--- src/rtl/sub32_serial.sv ---
// Bit-serial subtractor: one full-subtractor cell, LSB first,
// WIDTH clocks per operation with registered flags.
module sub32_serial #(
    parameter int WIDTH = 32
) (
    input  logic             clk,
    input  logic             rst_n,
    input  logic             start,
    input  logic [WIDTH-1:0] a,
    input  logic [WIDTH-1:0] b,
    output logic             busy,
    output logic             done,
    output logic [WIDTH-1:0] d,
    output logic             borrow,
    output logic             zero,
    output logic             ovf
);
    typedef enum logic [1:0] {
        IDLE,
        RUN,
        DONE
    } state_t;

    localparam int CW = (WIDTH > 1) ? $clog2(WIDTH) : 1;

    state_t           state;
    state_t           state_nx;
    logic [CW-1:0]    cnt;
    logic [WIDTH-1:0] sa;
    logic [WIDTH-1:0] sb;
    logic [WIDTH-2:0] sd;
    logic             br;

    logic             ready;
    logic             accept;
    logic             last;
    logic             ak;
    logic             bk;
    logic             dk;
    logic             br_nx;
    logic [WIDTH-1:0] res;

    assign ready  = (state == IDLE) || (state == DONE);
    assign accept = start && ready;
    assign last   = (cnt == CW'(WIDTH - 1));
    assign busy   = (state == RUN);
    assign done   = (state == DONE);

    // The single full-subtractor cell
    assign ak    = sa[0];
    assign bk    = sb[0];
    assign dk    = ak ^ bk ^ br;
    assign br_nx = (~ak & bk) | (~(ak ^ bk) & br);
    assign res   = {dk, sd};

    always_ff @(posedge clk or negedge rst_n) begin
        if (!rst_n) begin
            state <= IDLE;
        end else begin
            state <= state_nx;
        end
    end

    always_comb begin
        state_nx = state;
        unique case (state)
            IDLE:    state_nx = accept ? RUN : IDLE;
            RUN:     state_nx = last ? DONE : RUN;
            DONE:    state_nx = accept ? RUN : IDLE;
            default: state_nx = IDLE;
        endcase
    end

    always_ff @(posedge clk or negedge rst_n) begin
        if (!rst_n) begin
            cnt    <= '0;
            sa     <= '0;
            sb     <= '0;
            sd     <= '0;
            br     <= 1'b0;
            d      <= '0;
            borrow <= 1'b0;
            zero   <= 1'b0;
            ovf    <= 1'b0;
        end else if (accept) begin
            sa  <= a;
            sb  <= b;
            br  <= 1'b0;
            cnt <= '0;
        end else if (state == RUN) begin
            sa  <= sa >> 1;
            sb  <= sb >> 1;
            sd  <= {dk, sd[WIDTH-2:1]};
            br  <= br_nx;
            cnt <= cnt + CW'(1);
            // On the MSB step ak/bk/dk are the sign bits
            if (last) begin
                d      <= res;
                borrow <= br_nx;
                zero   <= (res == '0);
                ovf    <= (ak ^ bk) & (dk ^ ak);
            end
        end
    end

endmodule

--- config.mk ---
export PLATFORM = sky130hd
export DESIGN_NAME = sub32_serial
export DESIGN_NICKNAME = d
export VERILOG_FILES = /design/src/rtl/sub32_serial.sv
export SDC_FILE = /design/constraint.sdc
export NUM_CORES = 1
export LEC_CHECK = 0
export ABC_CLOCK_PERIOD_IN_PS = 3850
export CAP_MARGIN = 20
export CORE_MARGIN = 2
export CORE_UTILIZATION = 60
export CTS_CLUSTER_SIZE = 12
export DETAILED_ROUTE_END_ITERATION = 7
export DONT_BUFFER_PORTS = 1
export PLACE_DENSITY = 0.87
export SLEW_MARGIN = 20
export SYNTH_ARGS = -nofsm -noshare
export SYNTH_HDL_FRONTEND = slang
export SYNTH_SLANG_ARGS = --single-unit
--- constraint.sdc ---
create_clock -name clk -period 3.85 [get_ports clk]
set_input_delay 0.385 -clock clk [delete_from_list [all_inputs] [get_ports clk]]
set_output_delay 0.385 -clock clk [all_outputs]
set_load 0.02 [all_outputs]
==> run_results.csv <==
group,metric,value,unit
yosys,post_synth_num_cell_types,35,
critical_path,critical_path.cell_chain,"nand2b_4 -> inv_4",
die,die_area,0.01070,mm2
detailed_routing,count_of_vias_placed_by_the_detailed_router,4122,
finish,area_growth_from_synthesis_to_layout,10.65,%
power_and_ir_drop,power.ir.vdd_worst,494.9,uV
yosys,syn_avg_cell_area,9.938,um2
die,design.core.area,0.009684,mm2
die,die_h,103.4,um
finish,mostFrequentLayoutCell,"sky130_fd_sc_hd__nand2_1",
critical_path,critical_path_class,"reg2out",
sta,final-max-slew-violation-count,0,
die,ios,104,
detailed_routing,drt-initial-drc-count,268,
cts,tritoncts_clock_tree,"built",
critical_path,worst-path-max-fanout,101,
power_and_ir_drop,sw_pwr,2.301,mW
sta,worst_pin_slew,1.044,ns
detailed_routing,detailed_route_drc_error_count,0,
yosys,ys.warnings.count,0,
die,start_util,61.27,%
cts,post-cts-setup-buffers,0,
power_and_ir_drop,pwr_dens,920.1,mW/mm2
status,outcome,"completed",
yosys,synth.net_count,668,
critical_path,worst-endpoint-arrival,1.82,ns
sta,final_hold_viol_count,0,
critical_path,worst-endpoint-required,3.46,ns
power_and_ir_drop,internal_power,3.739,mW
sta,timing.slew.headroom,30.41,%
finish,n_antenna_cell,0,
detailed_routing,ant_nets,0,
global_route,antenna_found_initial,0,
critical_path,worst_path_max_delay_cell,"sky130_fd_sc_hd__inv_4",
yosys,synth_async_sr_flop_share,100.0,%
global_route,grt_first_pass_wirelength,18.44,mm
yosys,number_of_synthesized_register_bits,138,
run,drv.max_cap_violation_count,0,
global_route,gr-usage-all-layers,22.12,%
placement,gpl.final_weighted_congestion,0.7320,
sta,hold-worst-slack,0.02932,ns
cts,h-tree-depth,4,
yosys,synth_seq_area_share,58.20,%
sta,finalCritPeriodShare,57.32,%
yosys,synthesized_instance_count,597,
global_route,grt_overflow_total,0,
power_and_ir_drop,leakagePower,3.155,nW
yosys,most_frequently_used_flop_master_after_synthesis,"sky130_fd_sc_hd__dfrtp_1",
global_route,first_global_vias,3884,
finish,multiInputGateArea,0.002220,mm2
cts,clockBufferDepth,2,
yosys,syn_area,0.005933,mm2
detailed_routing,post_drt_wl_per_cell,15.68,um
critical_path,startpoint_type,"flop",
sta,finalClockSkew,0.01603,ns
power_and_ir_drop,seq_power_share,44.0,%
finish,final_cell_mix,"sky130_fd_sc_hd__nand2_1, sky130_fd_sc_hd__dfrtp_1, sky130_fd_sc_hd__nor2_1",
finish,num-nets-final,655,
detailed_routing,drt-vias-per-instance,5.647,
yosys,synth_enable_flop_cells,0,
cts,clock-root-buffer,"sky130_fd_sc_hd__clkbuf_8",
placement,hpwl,6.810,mm
sta,max_freq,453.1,MHz
detailed_routing,routed_wirelength,11.45,mm
critical_path,critPathCaptureType,"output port",
finish,layout.filler_cells,710,
sta,setup_repair_after_global_routing_missed_its_margin,"false",
critical_path,critical-path-max-stage-delay,0.72,ns
power_and_ir_drop,share_clk_of_total_power,26.8,%
sta,finalCriticalPeriod,2.207,ns
power_and_ir_drop,power_switching_share,38.10,%
cts,cts.sinks,138,
placement,port_buffers,0,
global_route,pin_count_of_the_biggest_net_entering_global_routing,139,
cts,cts_made_buffers,17,
sta,timing.setup.tns,0,ns
detailed_routing,detailedRoute.firstPassIterationCount,5,
cts,clk_latency,0.52,ns
power_and_ir_drop,share_of_power_burned_in_combinational_logic,29.1,%
finish,final_layout_size_suffix_gt1_share,15.41,%
cts,path_clk_slew,0.06,ns
finish,layout.area.seq,0.003453,mm2
hold_path,hold_path.class,"in2reg",
die,die_x,103.4,um
sta,final-setup-viol-count,0,
die,fp-row-count,36,
-- sequential cells by signal, indices dropped and copies added, names as in the netlist --
register  cells
d            32
sa           32
sb           32
sd           31
cnt           5
state         2
borrow        1
br            1
ovf           1
zero          1
-- power groups by stage --
stage	Combinational (mW)	Clock, mW	Sequential (mW)
after floorplan	1.57	0	2.53
after global placement	1.60	0	2.63
after detailed placement	1.73	0	2.67
after CTS	1.77	1.64	2.66
after global routing	2.02	1.71	2.74
final	1.76	1.62	2.66
-- final cells by class --
class | instances | area share, %
Sequential cell | 138 | 52.60
Tap cell | 133 | 2.535
Inverter | 3 | 0.2096
Clock inverter | 15 | 2.706
Multi-Input combinational cell | 415 | 33.81
Clock buffer | 17 | 6.308
Timing Repair Buffer | 9 | 1.830
-- cell families after synthesis --
kind of cell             Yosys count  share of synthesized area [%]
buffers and inverters             44                          4.639
AO/OA/AOI/OAI                     75                          9.068
flip-flops                       138                          58.20
XOR/XNOR                           1                         0.1476
AND/OR/NAND/NOR                  301                          20.35
adder cells (fa/ha/maj)            4                         0.9701
multiplexers                      34                          6.622
-- cell usage after synthesis, drive strengths merged, types with 2 or more instances --
master,count,area share [%]
a21oi,3,0.25
o31ai,2,0.25
o21ai,5,0.42
nand3,4,0.34
nor2,60,3.8
dfrtp,138,58
a31oi,59,7.3
nand4,2,0.21
inv,3,0.23
a22o,3,0.44
nand2,219,14
nand2b,2,0.21
a22oi,2,0.25
nor4,7,0.74
ha,3,0.63
nor2b,2,0.21
clkbuf,11,0.70
buf,30,3.7
mux2,33,6.5
-- worst max-delay path: cells and delay by family (launching register included) --
family / cells / cell delay (ns)
buffers and inverters: 1 / 0.72
flip-flops: 1 / 0.47
AND/OR/NAND/NOR: 1 / 0.09
-- per-stage QoR --
stage	utilization, %	setup WS (ns)	cells	total power [mW]	instance area, um2
floorplan	-	2.020	597	4.104	5933
global placement	60.59	1.864	691	4.235	5868
detailed placement	60.59	1.760	691	4.399	5868
CTS	67.51	1.609	729	6.077	6538
global route	67.79	1.518	730	6.466	6565
finish	67.79	1.643	730	6.040	6565
-- routing by layer --
| metal | wire (um) | GRT usage, % | vias up |
|---|---|---|---|
| met3 | 647 | 5.780 | 15 |
| met1 | 4931 | 28.95 | 2022 |
| met2 | 5710 | 35.93 | 124 |
| li1 | - | - | 1961 |
| met4 | 159 | 7.996 | 0 |
| met5 | 0 | 0 | - |
-- final timing paths --
| kind | startpoint | to | slack [ns] | cells past startpoint |
|---|---|---|---|---|
| max reg2reg | cnt[0] | d[4] | 1.76 | 6 |
| min in group asynchronous | rst_n | sa[27] | 0.50 | 2 |
| min reg2reg | cnt[2] | cnt[2] | 0.51 | 1 |
| min | a[0] | sa[0] | 0.03 | 1 |
| max in group asynchronous | rst_n | cnt[1] | 2.75 | 2 |
| max | state[0] | busy | 1.64 | 2 |
-- timing repair --
action                     4_1_cts  5_1_grt
setup endpoints to repair        0        0
hold endpoints to repair       142        0
gates resized for setup          0        0
hold buffers                     6        0
(Power assumes the default switching activity.)
